<file path="config.mk">
export PLATFORM = sky130hd
export DESIGN_NAME = passcode_lock_flat
export DESIGN_NICKNAME = d
export VERILOG_FILES = /design/src/rtl/passcode_lock_pkg.sv /design/src/rtl/passcode_lock_if.sv /design/src/rtl/passcode_lock_lockout_timer.sv /design/src/rtl/passcode_lock.sv /design/src/flat_wrapper.sv
export SDC_FILE = /design/constraint.sdc
export NUM_CORES = 1
export LEC_CHECK = 0
export CAP_MARGIN = 20
export CORE_MARGIN = 2
export CORE_UTILIZATION = 40
export CTS_BUF_LIST = sky130_fd_sc_hd__clkbuf_16
export CTS_CLUSTER_SIZE = 24
export DETAILED_ROUTE_END_ITERATION = 8
export PLACE_DENSITY = 0.67
export SYNTH_ARGS = -nofsm -noshare
export SYNTH_HDL_FRONTEND = slang
export SYNTH_SLANG_ARGS = --single-unit
export TNS_END_PERCENT = 30
</file>
<file path="constraint.sdc">
create_clock -name clk -period 1.6 [get_ports clk]
set_input_delay 0.24 -clock clk [delete_from_list [all_inputs] [get_ports clk]]
set_output_delay 0.24 -clock clk [all_outputs]
set_load 0.01 [all_outputs]
</file>
<file path="src/rtl/passcode_lock_pkg.sv">
// Shared types and constants for the passcode lock core (package passcode_pkg).
package passcode_pkg;

  localparam int BCD_W = 4;
  localparam logic [BCD_W-1:0] MAX_DIGIT = 4'd9;

  typedef enum logic [1:0] {
    IDLE    = 2'd0,
    OPEN    = 2'd1,
    SET     = 2'd2,
    LOCKOUT = 2'd3
  } state_e;

endpackage

</file>
<file path="src/rtl/passcode_lock_if.sv">
// Key-pulse inputs and status outputs of the passcode lock, bundled as one port.
interface passcode_lock_if #(
  parameter int DIGITS = 4
);
  import passcode_pkg::*;

  logic                    digit_vld;
  logic [BCD_W-1:0]        digit;
  logic                    enter;
  logic                    clear;
  logic                    set_new;
  logic                    close;
  logic [DIGITS*BCD_W-1:0] entry;
  logic [3:0]              entry_cnt;
  logic                    unlocked;
  logic                    setting;
  logic                    alarm;
  logic [3:0]              tries_left;

  modport master (
    output digit_vld, digit, enter, clear, set_new, close,
    input  entry, entry_cnt, unlocked, setting, alarm, tries_left
  );

  modport slave (
    input  digit_vld, digit, enter, clear, set_new, close,
    output entry, entry_cnt, unlocked, setting, alarm, tries_left
  );

endinterface

</file>
<file path="src/rtl/passcode_lock_lockout_timer.sv">
// Lockout down-counter: load LOCK_CYCLES-1, count to zero, flag done while active.
module lockout_timer #(
  parameter int unsigned LOCK_CYCLES = 62_500_000
) (
  input  logic clk,
  input  logic rst,
  input  logic load,
  input  logic en,
  output logic done
);

  localparam int CNT_W = $clog2(LOCK_CYCLES + 1);
  localparam logic [CNT_W-1:0] LOAD_VAL = CNT_W'(LOCK_CYCLES - 1);

  logic [CNT_W-1:0] cnt_q, cnt_d;

  always_comb begin
    cnt_d = cnt_q;
    if (load) begin
      cnt_d = LOAD_VAL;
    end else if (cnt_q != '0) begin
      cnt_d = cnt_q - 1'b1;
    end
  end

  always_ff @(posedge clk) begin
    if (rst) begin
      cnt_q <= '0;
    end else begin
      cnt_q <= cnt_d;
    end
  end

  // The last LOCKOUT cycle is the one where the counter already reads zero.
  assign done = en && (cnt_q == '0);

endmodule

</file>
<file path="src/rtl/passcode_lock.sv">
// N-digit BCD passcode check with changeable code and failed-attempt counting.
// Timed lockout is built only when PASSCODE_LOCKOUT_EN is defined.
module passcode_lock
  import passcode_pkg::*;
#(
  parameter int unsigned               DIGITS      = 4,
  parameter logic [DIGITS*BCD_W-1:0]   ORIGIN_CODE = 16'h2580,
  parameter int unsigned               MAX_TRIES   = 3,
  parameter int unsigned               LOCK_CYCLES = 62_500_000
) (
  input  logic          clk,
  input  logic          rst,
  passcode_lock_if.slave bus
);

  localparam int         ENTRY_W     = DIGITS * BCD_W;
  localparam logic [3:0] DIGITS_C    = 4'(DIGITS);
  localparam logic [3:0] MAX_TRIES_C = 4'(MAX_TRIES);

  state_e               state_q, state_d;
  logic [ENTRY_W-1:0]   entry_q, entry_d;
  logic [3:0]           entry_cnt_q, entry_cnt_d;
  logic [ENTRY_W-1:0]   code_q, code_d;
  logic [3:0]           tries_q, tries_d;
  logic                 entry_full;
  logic                 code_match;
  logic                 digit_ok;

`ifdef PASSCODE_LOCKOUT_EN
  logic timer_load;
  logic timer_done;

  lockout_timer #(
    .LOCK_CYCLES(LOCK_CYCLES)
  ) u_lockout_timer (
    .clk (clk),
    .rst (rst),
    .load(timer_load),
    .en  (state_q == LOCKOUT),
    .done(timer_done)
  );
`endif

  assign entry_full = (entry_cnt_q == DIGITS_C);
  assign code_match = entry_full && (entry_q == code_q);
  assign digit_ok   = (bus.digit <= MAX_DIGIT) && (entry_cnt_q < DIGITS_C);

  always_comb begin
    state_d     = state_q;
    entry_d     = entry_q;
    entry_cnt_d = entry_cnt_q;
    code_d      = code_q;
    tries_d     = tries_q;
`ifdef PASSCODE_LOCKOUT_EN
    timer_load  = 1'b0;
`endif
    case (state_q)
      IDLE, SET: begin
        if (state_q == SET && bus.close) begin
          state_d     = IDLE;
          entry_d     = '0;
          entry_cnt_d = '0;
        end else if (bus.clear) begin
          entry_d     = '0;
          entry_cnt_d = '0;
        end else if (bus.enter) begin
          entry_d     = '0;
          entry_cnt_d = '0;
          if (state_q == SET) begin
            if (entry_full) begin
              code_d  = entry_q;
              state_d = OPEN;
            end
          end else if (code_match) begin
            state_d = OPEN;
            tries_d = MAX_TRIES_C;
          end else begin
`ifdef PASSCODE_LOCKOUT_EN
            tries_d = tries_q - 4'd1;
            if (tries_d == 4'd0) begin
              state_d    = LOCKOUT;
              timer_load = 1'b1;
            end
`else
            // Without lockout the counter just bottoms out at zero.
            if (tries_q != 4'd0) begin
              tries_d = tries_q - 4'd1;
            end
`endif
          end
        end else if (bus.digit_vld && digit_ok) begin
          entry_d     = ENTRY_W'({entry_q, bus.digit});
          entry_cnt_d = entry_cnt_q + 4'd1;
        end
      end
      OPEN: begin
        if (bus.set_new) begin
          state_d     = SET;
          entry_d     = '0;
          entry_cnt_d = '0;
        end else if (bus.close) begin
          state_d = IDLE;
        end
      end
      LOCKOUT: begin
`ifdef PASSCODE_LOCKOUT_EN
        if (timer_done) begin
          state_d = IDLE;
          tries_d = MAX_TRIES_C;
        end
`else
        state_d = IDLE;
`endif
      end
      default: state_d = IDLE;
    endcase
  end

  always_ff @(posedge clk) begin
    if (rst) begin
      state_q     <= IDLE;
      entry_q     <= '0;
      entry_cnt_q <= '0;
      code_q      <= ORIGIN_CODE;
      tries_q     <= MAX_TRIES_C;
    end else begin
      state_q     <= state_d;
      entry_q     <= entry_d;
      entry_cnt_q <= entry_cnt_d;
      code_q      <= code_d;
      tries_q     <= tries_d;
    end
  end

  assign bus.entry      = entry_q;
  assign bus.entry_cnt  = entry_cnt_q;
  assign bus.unlocked   = (state_q == OPEN);
  assign bus.setting    = (state_q == SET);
  assign bus.tries_left = tries_q;
`ifdef PASSCODE_LOCKOUT_EN
  assign bus.alarm      = (state_q == LOCKOUT);
`else
  assign bus.alarm      = 1'b0;
`endif

endmodule
</file>
<file path="src/flat_wrapper.sv">
// flat-port wrapper written by rule: the top's interface ports become plain ports
module passcode_lock_flat import passcode_pkg::*;
#(
  parameter int unsigned               DIGITS      = 4,
  parameter logic [DIGITS*BCD_W-1:0]   ORIGIN_CODE = 16'h2580,
  parameter int unsigned               MAX_TRIES   = 3,
  parameter int unsigned               LOCK_CYCLES = 62_500_000
)
  (clk, rst, bus_digit_vld, bus_digit, bus_enter, bus_clear, bus_set_new, bus_close, bus_entry, bus_entry_cnt, bus_unlocked, bus_setting, bus_alarm, bus_tries_left);
  passcode_lock_if #(.DIGITS(DIGITS)) bus_i ();
  input  logic clk;
  input  logic rst;
  input wire logic [$bits(bus_i.digit_vld)-1:0] bus_digit_vld;
  input wire logic [$bits(bus_i.digit)-1:0] bus_digit;
  input wire logic [$bits(bus_i.enter)-1:0] bus_enter;
  input wire logic [$bits(bus_i.clear)-1:0] bus_clear;
  input wire logic [$bits(bus_i.set_new)-1:0] bus_set_new;
  input wire logic [$bits(bus_i.close)-1:0] bus_close;
  output wire logic [$bits(bus_i.entry)-1:0] bus_entry;
  output wire logic [$bits(bus_i.entry_cnt)-1:0] bus_entry_cnt;
  output wire logic [$bits(bus_i.unlocked)-1:0] bus_unlocked;
  output wire logic [$bits(bus_i.setting)-1:0] bus_setting;
  output wire logic [$bits(bus_i.alarm)-1:0] bus_alarm;
  output wire logic [$bits(bus_i.tries_left)-1:0] bus_tries_left;
  assign bus_i.digit_vld = bus_digit_vld;
  assign bus_i.digit = bus_digit;
  assign bus_i.enter = bus_enter;
  assign bus_i.clear = bus_clear;
  assign bus_i.set_new = bus_set_new;
  assign bus_i.close = bus_close;
  assign bus_entry = bus_i.entry;
  assign bus_entry_cnt = bus_i.entry_cnt;
  assign bus_unlocked = bus_i.unlocked;
  assign bus_setting = bus_i.setting;
  assign bus_alarm = bus_i.alarm;
  assign bus_tries_left = bus_i.tries_left;
  passcode_lock #(.DIGITS(DIGITS), .ORIGIN_CODE(ORIGIN_CODE), .MAX_TRIES(MAX_TRIES), .LOCK_CYCLES(LOCK_CYCLES)) u_core (.clk(clk), .rst(rst), .bus(bus_i));
endmodule
</file>
# == Yosys cells after proc, flatten, opt, wreduce, memory -nomap -nowiden ==
# Index checks and enable logic that the tools add are counted.
# word_totals
ff_bits,42
input_bits,11
# op_classes
order_cmp,2
mux,23
addsub,2
bitwise,3
eq_ne,12
n_reduce_logical,13
# op_table
operator,n
$mux 16,5
$pmux 16 s2,1
$mux 4,7
$eq 16x16->1,1
$mux 2,8
$reduce_and 6->1,2
$ne 4x2->1 const B,2
$pmux 4 s2,1
$ne 3x2->1 const B,2
$pmux 2 s3,1
$ne 5x3->1 const B,1
$reduce_and 5->1,1
$add 4x1->4 const B,1
$eq 2x2->1 const B,2
$eq 4x3->1 const B,1
$le 4x4->1 const B,1
$logic_and 1x1->1,4
$lt 4x3->1 const B,1
$reduce_bool 2->1,2
$reduce_bool 4->1,1
$sub 4x1->4 const B,1
$ne 3x3->1 const B,1
$not 1->1,3
$reduce_and 3->1,1
4 further kinds,4

# == Logic depth before layout (Yosys ltp) ==
# Gate-level depths: netlist (run 1).
# logic_depth
depth_word,8
ltp_mapped,8

# == Worst setup path after synthesis (run 1) ==
# No wires, ideal clock.
# synth_path
kind,flip-flop to flip-flop
from,reg u_core.state_q[0]
to,reg u_core.code_q[11]
setup_ns,0.128
arrival_ns,1.507
period_less_slack_ns,1.635
path_stages_with_launch,7
setup_slack_ns,-0.035
cell_sequence,dfxtp_1 -> or3b_4 -> nor3b_4 -> nand2_4 -> buf_6 -> mux2i_1 -> nor2_1
# synth_between
elab_chain_cells,4
elab_cells_between_ends,6
cone_classes,eq/ne (1); bitwise (1); reduce/logical (4)
# synth_lines
item,line,text
start: declaration,passcode_lock.sv:20,"state_e state_q, state_d;"
start signal: assignment,passcode_lock.sv:127,state_q <= state_d;
$eq 2x2->1,"passcode_lock.sv:57, passcode_lock.sv:59, passcode_lock.sv:69",
$logic_and 1x1->1,passcode_lock.sv:59,if (state_q == SET && bus.close) begin
$not 1->1 (no source line),--,
$reduce_and 6->1 (no source line) *,--,
end signal: assignment,passcode_lock.sv:130,code_q <= code_d;
end: declaration,passcode_lock.sv:23,"logic [ENTRY_W-1:0] code_q, code_d;"
# Every way passes the cells marked *; elsewhere a longest branch is shown, timed or not.
# A chain may end at the register's enable or synchronous reset.

# == Final worst setup path (run 1) ==
# layout_path
from,"reg u_core.entry_cnt_q[0], in the netlist u_core.bus.entry_cnt[0]"
to,reg u_core.code_q[8]
# layout_between
elab_chain_cells,2
# layout_lines
item,line,text
start: declaration,passcode_lock.sv:22,"logic [3:0] entry_cnt_q, entry_cnt_d;"
start signal: assignment,passcode_lock.sv:129,entry_cnt_q <= entry_cnt_d;
$eq 4x3->1,passcode_lock.sv:44,assign entry_full = (entry_cnt_q == DIGITS_C);
$reduce_and 6->1 (no source line),--,
# Every way passes these cells.

==> results of run 1 <==
[cell families after synthesis]
family                     share of synthesized area, %
buffers and inverters                              4.16
and+or+nand+nor                                    17.7
adders and majority gates                          2.60
muxes                                              16.1
AOI/OAI and AO/OA                                  7.74
other                                             0.195
DFF                                                43.7
xor gates and xnor gates                           7.74
[cells in the final DEF (no fill, tap or decap), types with 4 or more instances in the layout]
cell	instances
a211o_1	5
clkdlybuf4s50_1	31
xnor2_1	14
ha_1	4
clkbuf_16	5
inv_1	6
dlygate4sd2_1	4
buf_4	34
nand2_1	7
dfxtp_1	38
a211oi_1	4
and3_1	5
nor2_1	42
dfxtp_2	4
buf_12	4
mux2i_1	30
[registers in the layout, indices dropped and copies added (netlist names)]
name and count:
u_core.bus.entry 16, u_core.bus.tries_left 4, u_core.bus.entry_cnt 4, u_core.code_q 16
u_core.state_q 2
[worst max-delay path: stages, from the launching register on]
cell and delay, ps:
dfxtp_2 320, inv_1 40, ha_1 180, and3b_2 220, nor3b_4 170, buf_4 150
and3_1 180, a211o_1 250
[layout make-up]
class / instances / area share [%]
clock buffers: 5 / 4.47
clock inverters: 3 / 0.402
inverters: 6 / 0.804
multi-input cells: 143 / 36.6
flip-flops and latches: 42 / 30.2
well taps: 54 / 2.41
repair buffers: 75 / 25.1
[cells in the mapped netlist, types with 2 or more instances]
library cell  number  share of area (%)
a21oi_1            3               0.78
clkbuf_1           4               0.78
nand4_1            3               0.98
o21ai_0            2               0.52
mux2i_1           31                 16
and3_1             5                1.6
buf_6              2                1.2
buf_4              2               0.78
a211o_1            5                2.3
a211oi_1           4                1.6
ha_1               4                2.6
nand2_1            7                1.4
dfxtp_1           42                 44
nor3_1             3               0.78
nor2_1            42                8.2
xnor2_1           14                6.4
xor2_1             3                1.4
inv_1              6                1.2
[path summary, 6_finish.rpt]
| kind | start | to | cells past startpoint |
|---|---|---|---|
| max reg2reg | u_core.bus.entry_cnt[0]$_SDFFE_PP0P_ | u_core.code_q[8]$_SDFFE_PP1P_ | 7 |
| max | u_core.bus.entry_cnt[0]$_SDFFE_PP0P_ | u_core.code_q[8]$_SDFFE_PP1P_ | 7 |
| min | u_core.code_q[8]$_SDFFE_PP1P_ | u_core.code_q[8]$_SDFFE_PP1P_ | 1 |
| min reg2reg | u_core.code_q[8]$_SDFFE_PP1P_ | u_core.code_q[8]$_SDFFE_PP1P_ | 1 |
[power by group]
part	switching [mW]	total, mW	leakage (nW)	internal [mW]
logic	0.0778	0.178	0.936	0.100
clock network	0.381	0.942	0.0663	0.561
registers	0.00456	1.06	0.341	1.05
[timing repair]
action | in CTS | in global routing
resized for setup | 10 | 8
pin swaps | 7 | 5
endpoints found under the setup margin | 22 | 40
[layer usage]
layer  vias to the layer above  share of wire (%)  wire length (um)
met5                         -                  0                 0
met2                        29                 48              2000
met3                         6                4.6               192
met1                       736                 46              1960
met4                         0                1.4                60
li1                        824                  -                 -
==> impl_metrics.env, run 1 <==
export IMPL_status="complete, but fails checks"
export IMPL_violations="setup timing"
export IMPL_stdcell_count=328
export IMPL_cts_buffers_inserted=5
export IMPL_use_met3_pct=5.76
export IMPL_avgRoutedWirePerCell_um=12.9
export IMPL_critPathArrivalTime_ps=1780
export IMPL_ant_nets=0
export IMPL_seq_area_frac_synth_pct=43.7
export IMPL_hold_slack_ps=491
export IMPL_grt_pass1_wl_um=7280
export IMPL_wl_um=4220
export IMPL_clkSinkCount=42
export IMPL_leakage_nw=1.34
export IMPL_worst_ir_drop_vdd_mv=0.552
export IMPL_syn_inst=200
export IMPL_synth_edf_count=0
export IMPL_syn2layout_area_growth_pct=45.7
export IMPL_grt_max_degree=24
export IMPL_post_cts_setup_buffers=0
export IMPL_drive_above_1_share_pct=20.8
export IMPL_p_total_mw=2.18
export IMPL_drt_pass1_iterations=4
export IMPL_synth_seq_cells=42
export IMPL_design_area_mm2=0.00280
export IMPL_top_usage_layer="met2"
export IMPL_clock_latency_ps=280
export IMPL_antenna_found_initial=0
export IMPL_start_kind="register"
export IMPL_power_per_cell_area_mw_per_mm2=778
export IMPL_drcViolationCount=0
export IMPL_worstSetupPathType="register to register"
export IMPL_dp_slack_ps=-376
export IMPL_port_buffers=36
export IMPL_dpl_instance_area_mm2=0.00264
export IMPL_post_drt_via_cell_ratio=4.86
export IMPL_timing_final_ws_setup_ps=-8.45
export IMPL_hold_buffers=0
export IMPL_yosysWarnings=0
export IMPL_grt_overflow=0
export IMPL_finalClockSkew_ps=3.33
export IMPL_clk_pin_slew_ps=60
export IMPL_hold_violations=0
export IMPL_die_x_um=73.3
export IMPL_required_ps=1770
export IMPL_diodes=0
export IMPL_use_met1_pct=22.4
export IMPL_htreeDepth=2
export IMPL_slew_violations=0
export IMPL_fillerInstances=423
export IMPL_syn_num_nets=215
export IMPL_hold_class="register to register"
export IMPL_cts_tree="yes"
export IMPL_cts_buffer_depth=2
export IMPL_drtIter0Drc=34
export IMPL_hpwlAfterDp_um=3090
export IMPL_finalCriticalPeriod_ps=1610
export IMPL_synth_distinct_cells=36
export IMPL_finalSetupTns_ps=-27.5
export IMPL_ios=38
export IMPL_met2_usage_pct=28.9
export IMPL_dieArea_mm2=0.00538
export IMPL_grt_pass1_vias=1572
export IMPL_vias=1595
export IMPL_gp_congestion=0.823
export IMPL_dp_cells=320
export IMPL_synth_top_flop_cell="dfxtp_1"
export IMPL_finalSetupViolations=4
export IMPL_finalNetCount=288
export IMPL_fin_crit_sh_pct=101
export IMPL_area_sequential_um2=846
export IMPL_syn_area_mm2=0.00192
export IMPL_initial_core_util_pct=41.0
export IMPL_syn_area_per_cell_um2=9.62
export IMPL_cts_root_buf="clkbuf_16"
export IMPL_multiInputGateArea_mm2=0.00102
export IMPL_fp_coreArea_mm2=0.00469
export IMPL_fmax_mhz=622
export IMPL_worstPathMaxFanout=5
export IMPL_synthArstFlopShare_pct=0
export IMPL_r2r_setup_slack_ps=-8
export IMPL_die_height_um=73.3
export IMPL_rows=25
export IMPL_maxCapViolCount=0
export IMPL_track_usage_pct=17.9
export IMPL_critPathCaptureType="register"
export IMPL_finish_utilization_pct=59.7
export IMPL_rsz0062_at_grt="true"
No activity file was read; power rests on OpenSTA's default activity.
==> run 2, diff against run 1 <==
--- a/config.mk
+++ b/config.mk
@@ -11,7 +11,7 @@
 export CTS_BUF_LIST = sky130_fd_sc_hd__clkbuf_16
 export CTS_CLUSTER_SIZE = 24
 export DETAILED_ROUTE_END_ITERATION = 8
-export PLACE_DENSITY = 0.67
+export PLACE_DENSITY = 0.71
 export SYNTH_ARGS = -nofsm -noshare
 export SYNTH_HDL_FRONTEND = slang
 export SYNTH_SLANG_ARGS = --single-unit
==> impl_metrics.env, run 2 (synthesis gave the netlist of run 1 again) <==
export IMPL_dp_cells=317
export IMPL_fin_crit_sh_pct=101
export IMPL_dpl_instance_area_mm2=0.00263
export IMPL_die_x_um=73.3
export IMPL_gp_congestion=0.781
export IMPL_worstSetupPathType="register to register"
export IMPL_layout_common_cells="42 x nor2_1, 37 x dfxtp_1, 32 x buf_4"
export IMPL_hold_class="register to register"
export IMPL_critPathArrivalTime_ps=1790
export IMPL_vias=1632
export IMPL_p_clk_share_pct=50.7
export IMPL_ant_nets=0
export IMPL_dp_slack_ps=-354
export IMPL_fmax_mhz=618
export IMPL_power_frac_seq_pct=41.8
export IMPL_required_ps=1770
export IMPL_clkSinkCount=42
export IMPL_antenna_found_initial=0
export IMPL_p_total_mw=2.53
export IMPL_hpwlAfterDp_um=3060
export IMPL_worst_ir_drop_vdd_mv=0.748
export IMPL_violations="setup timing"
export IMPL_drt_pass1_iterations=4
export IMPL_finalNetCount=288
export IMPL_cts_buffers_inserted=5
export IMPL_fp_coreArea_mm2=0.00469
export IMPL_cts_buffer_depth=2
export IMPL_timing_final_ws_setup_ps=-19.4
export IMPL_die_height_um=73.3
export IMPL_post_drt_via_cell_ratio=4.98
export IMPL_stdcell_count=328
export IMPL_diodes=0
export IMPL_drcViolationCount=0
export IMPL_drive_above_1_share_pct=24.1
export IMPL_track_usage_pct=17.1
export IMPL_clock_latency_ps=280
export IMPL_htreeDepth=2
export IMPL_grt_max_degree=22
export IMPL_cts_root_buf="clkbuf_16"
export IMPL_worstPathMaxFanout=6
export IMPL_port_buffers=36
export IMPL_finalCriticalPeriod_ps=1620
export IMPL_initial_core_util_pct=41.0
export IMPL_avgRoutedWirePerCell_um=13.6
export IMPL_finalClockSkew_ps=4.23
export IMPL_combPwrFrac_pct=7.4
export IMPL_cts_tree="yes"
export IMPL_final_common_cell="nor2_1"
export IMPL_ios=38
export IMPL_critPathCaptureType="register"
export IMPL_syn2layout_area_growth_pct=51.6
export IMPL_rsz0062_at_grt="true"
export IMPL_hold_violations=0
export IMPL_grt_overflow=0
export IMPL_power_per_cell_area_mw_per_mm2=869
export IMPL_wl_um=4460
export IMPL_drtIter0Drc=52
export IMPL_clk_pin_slew_ps=60
export IMPL_leakage_nw=1.38
export IMPL_p_sw_mw=0.483
export IMPL_design_area_mm2=0.00292
export IMPL_status="complete, but fails checks"
export IMPL_rows=25
export IMPL_swShare_pct=19.1
export IMPL_start_kind="register"
export IMPL_slew_violations=0
export IMPL_maxCapViolCount=0
export IMPL_grt_pass1_wl_um=7020
export IMPL_finalSetupViolations=1
export IMPL_grt_pass1_vias=1553
export IMPL_p_int_mw=2.05
export IMPL_dieArea_mm2=0.00538
[run 2: cell count changes in the layout (fill, tap and decap cells not counted), moves of 2 or more]
cell,change
and3_1,-2
and3_4,+2
buf_4,-2
bufinv_16,+2
clkinv_1,-2
inv_1,-2
inv_2,+2
[run 2: layout make-up]
| type | count | area [um^2] |
|---|---|---|
| clock buffers | 5 | 125 |
| fillers | 392 | 1780 |
| clock inverters | 3 | 63.8 |
| multi-input cells | 143 | 1050 |
| repair buffers | 75 | 734 |
| well taps | 54 | 67.6 |
| flip-flops and latches | 42 | 847 |
| inverters | 6 | 22.5 |
[run 2: power by group through the flow]
stage	registers, mW	logic, mW	clock network (mW)
global route	1.06	0.203	1.35
global placement	1.08	0.175	0
detailed placement	1.08	0.177	0
CTS	1.06	0.177	1.30
floorplan	1.09	0.0737	0
finish	1.06	0.188	1.28
[run 2: metrics by stage]
step                      hold WS [ps]  TNS, ps  util [%]
after floorplan                    334        0         -
after global placement             465   -11540      56.0
final                              487    -19.4      62.1
after global routing               500     -626      62.1
after CTS                          488    -49.3      60.5
after detailed placement           474   -11920      56.0
[run 2: worst paths after layout]
kind,start,end,slack (ps),depth (start not counted)
worst min-delay path,u_core.code_q[13]$_SDFFE_PP1P_,u_core.code_q[13]$_SDFFE_PP1P_,490,1
worst max register to register,u_core.bus.entry_cnt[1]$_SDFFE_PP0P_,u_core.code_q[3]$_SDFFE_PP0P_,-20,8
worst max-delay path,u_core.bus.entry_cnt[1]$_SDFFE_PP0P_,u_core.code_q[3]$_SDFFE_PP0P_,-20,8
worst min register to register,u_core.code_q[13]$_SDFFE_PP1P_,u_core.code_q[13]$_SDFFE_PP1P_,490,1
[run 2: layer usage]
| layer | global-route usage, % | up-vias | wire (um) |
|---|---|---|---|
| li1 | - | 829 | - |
| met1 | 21.5 | 771 | 2070 |
| met2 | 27.7 | 25 | 2190 |
| met3 | 5.08 | 7 | 142 |
| met4 | 6.26 | 0 | 57 |
| met5 | 0 | - | 0 |
[run 2: worst max-delay path: stages, from the launching register on]
cell and delay, ps:
dfxtp_2 320, inv_2 60, ha_4 120, and3b_2 210, nor3b_4 250, nand2_4 130
buf_12 160, mux2i_2 180, nor2_1 60
[run 2: what timing repair did]
| action | 4_1_cts | 5_1_grt |
|---|---|---|
| setup buffers | 1 | 1 |
| resized for setup | 10 | 17 |
| hold buffers | 0 | 0 |
| cloned | 0 | 1 |
| pin swaps | 5 | 14 |
| setup endpoints to repair | 24 | 40 |
